==> src/rtl/axicb_fifo_drain.sv <==
// Crossbar FIFO output stage: a two-entry head/skid buffer that turns the FIFO read port into a registered valid/ready stream.
// fifo_pull is computed only from the buffer level and srst/flush, so m_ready has no combinational path to the FIFO.
module axicb_fifo_drain #(
  parameter int DATA_WIDTH = 8,
  parameter int CNT_WIDTH  = 16
) (
  input  logic                  aclk,
  input  logic                  srst,
  input  logic                  flush,
  input  logic [DATA_WIDTH-1:0] fifo_data,
  input  logic                  fifo_empty,
  output logic                  fifo_pull,
  output logic                  m_valid,
  input  logic                  m_ready,
  output logic [DATA_WIDTH-1:0] m_data,
  output logic [1:0]            level,
  output logic [CNT_WIDTH-1:0]  beat_count,
  output logic                  beat_ovf
);

  localparam logic [1:0] L_EMPTY = 2'd0;
  localparam logic [1:0] L_ONE   = 2'd1;
  localparam logic [1:0] L_TWO   = 2'd2;

  logic [1:0]            r_lvl;
  logic [1:0]            w_lvl_nxt;
  logic [DATA_WIDTH-1:0] r_head;
  logic [DATA_WIDTH-1:0] r_skid;
  logic [CNT_WIDTH-1:0]  r_cnt;
  logic                  r_ovf;
  logic                  w_accept;
  logic                  w_pop;
  logic                  w_head_ld;
  logic                  w_head_from_skid;
  logic                  w_skid_ld;

  assign w_accept = fifo_pull & ~fifo_empty;
  assign w_pop    = m_valid & m_ready;

  always_ff @(posedge aclk) begin
    if (srst) r_lvl <= L_EMPTY;
    else      r_lvl <= w_lvl_nxt;
  end

  always_comb begin
    w_lvl_nxt        = r_lvl;
    w_head_ld        = 1'b0;
    w_head_from_skid = 1'b0;
    w_skid_ld        = 1'b0;
    case (r_lvl)
      L_EMPTY: begin
        if (w_accept) begin
          w_lvl_nxt = L_ONE;
          w_head_ld = 1'b1;
        end
      end
      L_ONE: begin
        if (w_accept && w_pop) begin
          w_head_ld = 1'b1;
        end else if (w_accept) begin
          w_lvl_nxt = L_TWO;
          w_skid_ld = 1'b1;
        end else if (w_pop) begin
          w_lvl_nxt = L_EMPTY;
        end
      end
      L_TWO: begin
        if (w_pop) begin
          w_lvl_nxt        = L_ONE;
          w_head_ld        = 1'b1;
          w_head_from_skid = 1'b1;
        end
      end
      default: w_lvl_nxt = L_EMPTY;
    endcase
    // flush overrides any buffer movement; the beat counter still sees the pop
    if (flush) begin
      w_lvl_nxt        = L_EMPTY;
      w_head_ld        = 1'b0;
      w_head_from_skid = 1'b0;
      w_skid_ld        = 1'b0;
    end
  end

  always_comb begin
    fifo_pull = ~srst & ~flush & (r_lvl != L_TWO);
    m_valid   = (r_lvl != L_EMPTY);
    level     = r_lvl;
  end

  always_ff @(posedge aclk) begin
    if (srst || flush) begin
      r_head <= '0;
      r_skid <= '0;
    end else begin
      if (w_head_ld) r_head <= w_head_from_skid ? r_skid : fifo_data;
      if (w_skid_ld) r_skid <= fifo_data;
    end
  end

  always_ff @(posedge aclk) begin
    if (srst) begin
      r_cnt <= '0;
      r_ovf <= 1'b0;
    end else if (w_pop) begin
      r_cnt <= r_cnt + 1'b1;
      if (&r_cnt) r_ovf <= 1'b1;
    end
  end

  assign m_data     = r_head;
  assign beat_count = r_cnt;
  assign beat_ovf   = r_ovf;

endmodule

==> config.mk <==
export PLATFORM = sky130hd
export DESIGN_NAME = axicb_fifo_drain
export DESIGN_NICKNAME = d
export VERILOG_FILES = /design/src/rtl/axicb_fifo_drain.sv
export SDC_FILE = /design/constraint.sdc
export NUM_CORES = 1
export LEC_CHECK = 0
export CAP_MARGIN = 20
export CORE_MARGIN = 5
export CORE_UTILIZATION = 55
export CTS_CLUSTER_DIAMETER = 40
export DETAILED_ROUTE_END_ITERATION = 8
export DONT_BUFFER_PORTS = 1
export MAX_ROUTING_LAYER = met4
export PLACE_DENSITY_LB_ADDON = 0.12
export SLEW_MARGIN = 10
export SYNTH_ARGS = -nofsm -noshare
export SYNTH_HDL_FRONTEND = slang
export SYNTH_SLANG_ARGS = --single-unit
export TNS_END_PERCENT = 1
==> constraint.sdc <==
create_clock -name aclk -period 1.59 [get_ports aclk]
set_input_delay 0.159 -clock aclk [delete_from_list [all_inputs] [get_ports aclk]]
set_output_delay 0.159 -clock aclk [all_outputs]
set_load 0.02 [all_outputs]
==> Yosys cells after proc, flatten, opt, wreduce, memory -nomap -nowiden <==
Cells that the tools add are included.
{ "classes": {"bitwise_logic": 7, "reduce_logical": 7, "muxes": 17, "eq_ne": 7, "add_sub_neg": 1} }
{ "op_table": {"columns": ["cell", "n"], "rows": [
  ["17-bit AND reduction", 1],
  ["16-bit by 1-bit adder with 16-bit output (second input constant)", 1],
  ["2-bit 2-to-1 mux", 5],
  ["1-bit 2-to-1 mux", 9],
  ["8-bit 2-to-1 mux", 1],
  ["2-bit != test (second input constant)", 4],
  ["2-bit case mux with 3 select lines", 1],
  ["1-bit AND", 4],
  ["4-bit AND reduction", 1],
  ["3-bit != test (second input constant)", 1],
  ["1-bit inverter", 3],
  ["1-bit case mux with 3 select lines", 1],
  ["2-bit by 1-bit == test with 1-bit output (second input constant)", 1],
  ["2-bit == test (second input constant)", 1],
  ["2-bit logical NOT", 1],
  ["2-bit nonzero test", 1],
  ["2-bit OR reduction", 1],
  ["1-bit logical AND", 1],
  ["1-bit logical OR", 1]
]} }
{ "totals": {"wordCells": 44, "out_inout_bits": 29, "regBits": 35, "in_bits": 13} }

==> Logic depth before layout (Yosys ltp) <==
Gate-level depths: netlist (run 1).
{ "logic_depth": {"depth_word": 8, "mapped_depth": 6, "depth_no_buf": 5} }

==> Worst setup path before layout (run 1) <==
OpenSTA, ideal clock, no wires.
{ "synth_path": {"kind": "register -> register", "startpoint": "register r_lvl[1] (netlist: level[1])", "endpoint": "register r_cnt[15] (netlist: beat_count[15])", "setup_slack_ps": -177, "arrival_ps": 1697, "n_path_buf": 2, "setup_time_ps": 70, "path_stages_with_launch": 7, "period_less_slack_ps": 1767, "path_cell_list": "dfxtp_1 -> buf_2 -> o211ai_2 -> or2_1 -> buf_6 -> or4_1 -> a21oi_1"} }
{ "synth_via": {"elab_chain_cells": 2} }
{ "synth_lines": {"columns": ["item", "line", "rtl"], "rows": [
  ["start, declared", "25", "logic [1:0] r_lvl;"],
  ["start signal, assigned", "42", "else r_lvl <= w_lvl_nxt;"],
  ["2-bit nonzero test", "87", "m_valid = (r_lvl != L_EMPTY);"],
  ["1-bit AND", "38", "assign w_pop = m_valid & m_ready;"],
  ["end signal, assigned", "106", "r_cnt <= r_cnt + 1'b1;"],
  ["end, declared", "29", "logic [CNT_WIDTH-1:0] r_cnt;"]
]} }
Every way passes these cells.
A chain may end at the register's enable or synchronous reset.

==> Worst setup path in the final report (run 1) <==
{ "layout_path": {"startpoint": "register r_lvl[0] (netlist: level[0])", "endpoint": "register r_cnt[15] (netlist: beat_count[15])"} }
The elaborated chain is that of the path after synthesis.

==> results of run 1 <==
[flip-flops by register name, indices dropped and copies added (netlist names)]
signal,flops
level,2
beat_count,16
r_skid,8
m_data,8
beat_ovf,1
[cell type report]
cell class | count | area [um2]
Fill cell | 220 | 853
Clock inverter | 3 | 43.8
Inverter | 3 | 11.3
Timing Repair Buffer | 28 | 235
Clock buffer | 5 | 37.5
Multi-Input combinational cell | 125 | 826
Sequential cell | 35 | 712
Tap cell | 31 | 38.8
[synth_stat cells (all sizes together) (2+ instances only)]
master,n
nor3,4
inv,3
xnor2,5
o21ai,4
mux2i,18
or3,3
and4,3
nor2b,2
nor2,33
and3,3
xor2,5
a211oi,8
nand2,5
dfxtp,35
nand4,6
nand3,4
buf,7
or2,2
a21oi,7
clkbuf,4
[cell families after synthesis]
| kind of cell | synth area share, % |
|---|---|
| DFF | 44.5 |
| adders and majority gates | 0.795 |
| and+or+nand+nor | 22.1 |
| AOI/OAI and AO/OA | 11.4 |
| buffers and inverters | 4.13 |
| muxes | 11.4 |
| xor gates and xnor gates | 5.56 |
[power by group through the flow]
stage	clock network, uW	registers [uW]	logic [uW]
final	646	910	107
after global routing	712	912	118
after CTS	665	910	107
after detailed placement	0	930	80.1
after global placement	0	929	75.9
after floorplan	0	932	69.5
[path summary, 6_finish.rpt]
| path | to | cells past startpoint | from |
|---|---|---|---|
| max reg2reg | beat_count[15] | 4 | level[0] |
| min reg2reg | r_skid[6] | 2 | r_skid[6] |
| min | m_data[2] | 2 | fifo_data[2] |
| max | beat_count[15] | 4 | level[0] |
[layout by cell type (no fill, tap or decap), types with 2 or more instances in the layout]
cell	instances
a211oi_1	8
a21oi_1	7
and3_1	3
and4_1	3
buf_4	18
clkbuf_4	5
dfxtp_1	28
dfxtp_2	6
dlygate4sd3_1	10
inv_1	3
mux2i_1	18
nand2_1	5
nand3_1	4
nand4_1	6
nor2_1	33
nor2b_1	2
nor3_1	4
o21ai_0	4
or3_1	3
xnor2_1	5
xor2_1	5
[routing by layer]
metal | wire (um) | up-vias | global-route usage (%)
met1 | 1540 | 662 | 21.4
met4 | 43 | 0 | 4.68
met5 | 0 | - | -
met2 | 1720 | 45 | 30.3
li1 | - | 673 | -
met3 | 291 | 5 | 8.17
[through the flow]
step	instances	area [um2]	util [%]	hold WS, ns	worst slack, ns
5_1_grt	230	1900	69.1	0.0367	-0.000595
2_1_floorplan	174	1590	-	0.303	0.00694
6_report	230	1900	69.1	0.0437	0.0664
3_5_place_dp	212	1710	61.8	0.229	0.00178
3_3_place_gp	212	1710	61.8	0.227	0.0817
4_1_cts	230	1890	68.5	0.0300	0.000523
[what timing repair did]
action,CTS,global route
hold buffers,10,0
hold endpoints to repair,26,0
setup endpoints to repair,2,10
pin swaps,0,0
resized for setup,1,4
[critical path, cell delays in order, from the launching register on]
cell      delay (ns)
dfxtp_2         0.40
o211ai_2        0.13
or2_4           0.29
or4_1           0.48
a21oi_1         0.15
==> results.json, run 1 <==
{
  "status": "completed",
  "relSlewSlack_pct": 55.6,
  "area_delta_synth_final_pct": 21.0,
  "finalCriticalPeriod_ns": 1.52,
  "synth_edf_count": 0,
  "vias": 1385,
  "synth_area_leaders": "dfxtp_1 (45%), mux2i_1 (11%), nor2_1 (7.9%), a211oi_1 (3.8%), xnor2_1 (2.8%)",
  "crit_type": "reg2reg",
  "combPwrFrac_pct": 6.4,
  "insertion_delay_ns": 0.34,
  "io-pin-count": 42,
  "die_y_um": 63.5,
  "p_sw_share_pct": 23.9,
  "diodes": 0,
  "p_per_area_nw_per_um2": 873,
  "cts_buffer_depth": 2,
  "pwr-share-seq_pct": 54.7,
  "ys_ff_latch": 35,
  "worstMarginPinSlew_ns": 0.664,
  "worstPathArrival_ns": 1.80,
  "ir_drop_mv": 0.806,
  "cts_setup_buffers": 0,
  "hp-class": "in2reg",
  "layout-drive-gt1-share_pct": 20.1,
  "timing.setup.tns_ns": 0,
  "gp_congestion": 0.788,
  "cts_root_buf": "clkbuf_4",
  "maxCapViolCount": 0,
  "yosysTopAreaCellShare_pct": 44.5,
  "reg2reg_slack_ns": 0.07,
  "dpl.hpwl_um": 2480,
  "ys_types": 36,
  "grt_pass1_wl_um": 6020,
  "grt_usage_pct": 18.8,
  "synth-async-reset-ratio_pct": 0,
  "fmax_mhz": 656,
  "grt_max_degree": 20,
  "clk_pin_slew_ns": 0.11,
  "htree_levels": 2,
  "synth_ff_type": "dfxtp_1",
  "finalMaxSlewViolations": 0,
  "ant_nets": 0,
  "synth_area_um2": 1570,
  "syn-mean-instance-area_um2": 9.05,
  "rows": 19,
  "core_area_um2": 2760,
  "p_clk_share_pct": 38.8,
  "power.switching_uw": 397,
  "synth.net_count": 188,
  "first_global_vias": 1309,
  "viasPerCell": 6.02,
  "rsz0062_at_grt": "true",
  "start_util_pct": 57.1,
  "hold_viol_final": 0,
  "antenna_found_initial": 0,
  "yosysTopAreaCell": "dfxtp_1",
  "critPathMaxFanout": 9,
  "grt.overflow.total": 0,
  "wl_per_cell_um": 15.6,
  "cts_sinks": 35,
  "dr.pass1.iters": 5,
  "required_ns": 1.86,
  "setup_viol": 0,
  "p_total_uw": 1660,
  "synth-seq-area-share_pct": 44.5,
  "ys_warn_count": 0,
  "drt-initial-drc-count": 90,
  "cts_tree": "yes",
  "nNetsFinal": 212,
  "dieArea_um2": 4030,
  "io_buffers": 0,
  "finalCritPeriodShare_pct": 95.8,
  "drcViolationCount": 0,
  "p_leak_uw": 0.000773,
  "totalWireLength_um": 3590,
  "cp-end-kind": "flip-flop",
  "finClkSkew_ns": 0.00707,
  "cts_buffers": 5,
  "synthCells": 174,
  "p_int_uw": 1270,
  "die_width_um": 63.5,
  "start_kind": "flip-flop"
}
No activity file was read; power rests on OpenSTA's default activity.
==> run 2: changes to the inputs <==
CORE_MARGIN = 4   (was 5)
==> run 2 against run 1 <==
Net effect: sequential share of layout area decreased by 0.39 points; non-clock buffer count grew 3; combinational power is 4% higher; worst setup slack better by 0.037 ns; critical path depth did not move; maximum frequency up 2.5%; largest cell class unchanged.
==> results.json, run 2 (synthesized netlist as in run 1, its figures left out) <==
{
  "wl_met1_um": 1500,
  "combPwrFrac_pct": 6.6,
  "highest_layer": "met4",
  "grt_pass1_wl_um": 5610,
  "p_clk_share_pct": 39.2,
  "p_leak_uw": 0.000791,
  "cp-end-kind": "flip-flop",
  "core_area_um2": 2730,
  "p_per_area_nw_per_um2": 872,
  "path_cells": "and4_1 > nand4_1 > or4_1 > a21oi_1",
  "layout-drive-gt1-share_pct": 20.3,
  "cpPeakStageDelay_ns": 0.42,
  "rows": 19,
  "status": "completed",
  "timing.setup.tns_ns": 0,
  "start_kind": "flip-flop",
  "wl_per_cell_um": 14.8,
  "worstPathArrival_ns": 1.74,
  "drt-initial-drc-count": 56,
  "start_util_pct": 57.6,
  "wl_met3_um": 288,
  "grt.overflow.total": 0,
  "wl_met2_um": 1640,
  "hp-class": "in2reg",
  "drcViolationCount": 0,
  "critPathMaxFanout": 6,
  "diodes": 0,
  "insertion_delay_ns": 0.33,
  "cts_tree": "yes",
  "area_delta_synth_final_pct": 22.3,
  "cts_sinks": 35,
  "crit_type": "reg2reg",
  "dpl.hpwl_um": 2490,
  "vias": 1380,
  "post-route-util_pct": 70.4,
  "cts_buffers": 5,
  "die_width_um": 61.5,
  "setup_viol": 0,
  "totalWireLength_um": 3450,
  "io_buffers": 0,
  "crit_slowest_cell": "or4_1",
  "dr.pass1.iters": 4,
  "cp.buffers_inverters": 0,
  "viasPerCell": 5.92,
  "finalCriticalPeriod_ns": 1.49,
  "p_int_uw": 1310,
  "io-pin-count": 42,
  "grt_usage_pct": 20.4,
  "relSlewSlack_pct": 58.0,
  "gp_congestion": 0.773,
  "first_global_vias": 1317,
  "clk_pin_slew_ns": 0.10,
  "finalCritPeriodShare_pct": 93.5,
  "rsz0062_at_grt": "false",
  "ir_drop_mv": 0.925,
  "htree_levels": 2,
  "largest_reg_flops": 16,
  "cts_root_buf": "clkbuf_4",
  "fmax_mhz": 673,
  "pwr-share-seq_pct": 54.2,
  "critPathTopFamily": "simple AND/OR/NAND/NOR gates",
  "final_common_cell": "nor2_1",
  "nNetsFinal": 215,
  "dieArea_um2": 3780,
  "finClkSkew_ns": 0.0119,
  "p_sw_share_pct": 21.9,
  "mostFrequentLayoutCells": "nor2_1 (33), dfxtp_1 (28), buf_4 (21)",
  "ant_nets": 0,
  "die_y_um": 61.5,
  "power.switching_uw": 368,
  "grt_max_degree": 19,
  "cts_buffer_depth": 2,
  "antenna_found_initial": 0,
  "required_ns": 1.84,
  "worstMarginPinSlew_ns": 0.628,
  "maxCapViolCount": 0,
  "hold_viol_final": 0,
  "finalMaxSlewViolations": 0
}
[run 2: what timing repair did]
item,in CTS,in global routing
endpoints found under the setup margin,0,10
hold buffers,10,0
gates resized for setup,0,3
hold endpoints to repair,26,0
buffers inserted,0,0
[run 2: metal layers]
metal  vias to the layer above  global-route usage [%]
met4                         0                    7.27
li1                        680                       -
met3                         4                    6.50
met1                       645                    23.9
met5                         -                       -
met2                        51                    32.7
[run 2: worst paths after layout]
check,cells after the start,startpoint,slack [ns],to
worst max register to register,4,beat_count[6],0.10,beat_count[15]
worst min-delay path,2,fifo_data[1],0.07,m_data[1]
worst min register to register,2,r_skid[3],0.50,r_skid[3]
worst max-delay path,4,beat_count[6],0.10,beat_count[15]
[run 2: final cells by class]
cell class / count / area [um2]
inverters: 3 / 11.3
fillers: 218 / 810
clock inverters: 2 / 35.0
well taps: 31 / 38.8
clock buffers: 6 / 51.3
repair buffers: 31 / 258
multi-input cells: 125 / 818
flip-flops and latches: 35 / 712
[run 2: through the flow]
step	hold WS [ns]	total power, uW	cells	worst slack (ns)	instance area, um2
after global placement	0.226	1010	215	0.104	1730
after floorplan	0.303	1000	174	0.00694	1590
after CTS	0.0552	1690	233	0.00756	1910
after detailed placement	0.228	1010	215	0.0417	1730
after global routing	0.0536	1760	233	0.0160	1920
final	0.0716	1680	233	0.103	1920
[run 2: power groups by stage]
stage / clock network [uW] / logic, uW / registers [uW]
detailed placement: 0 / 83.4 / 929
CTS: 674 / 111 / 909
floorplan: 0 / 69.5 / 932
finish: 658 / 111 / 909
global route: 723 / 122 / 911
global placement: 0 / 79.1 / 929
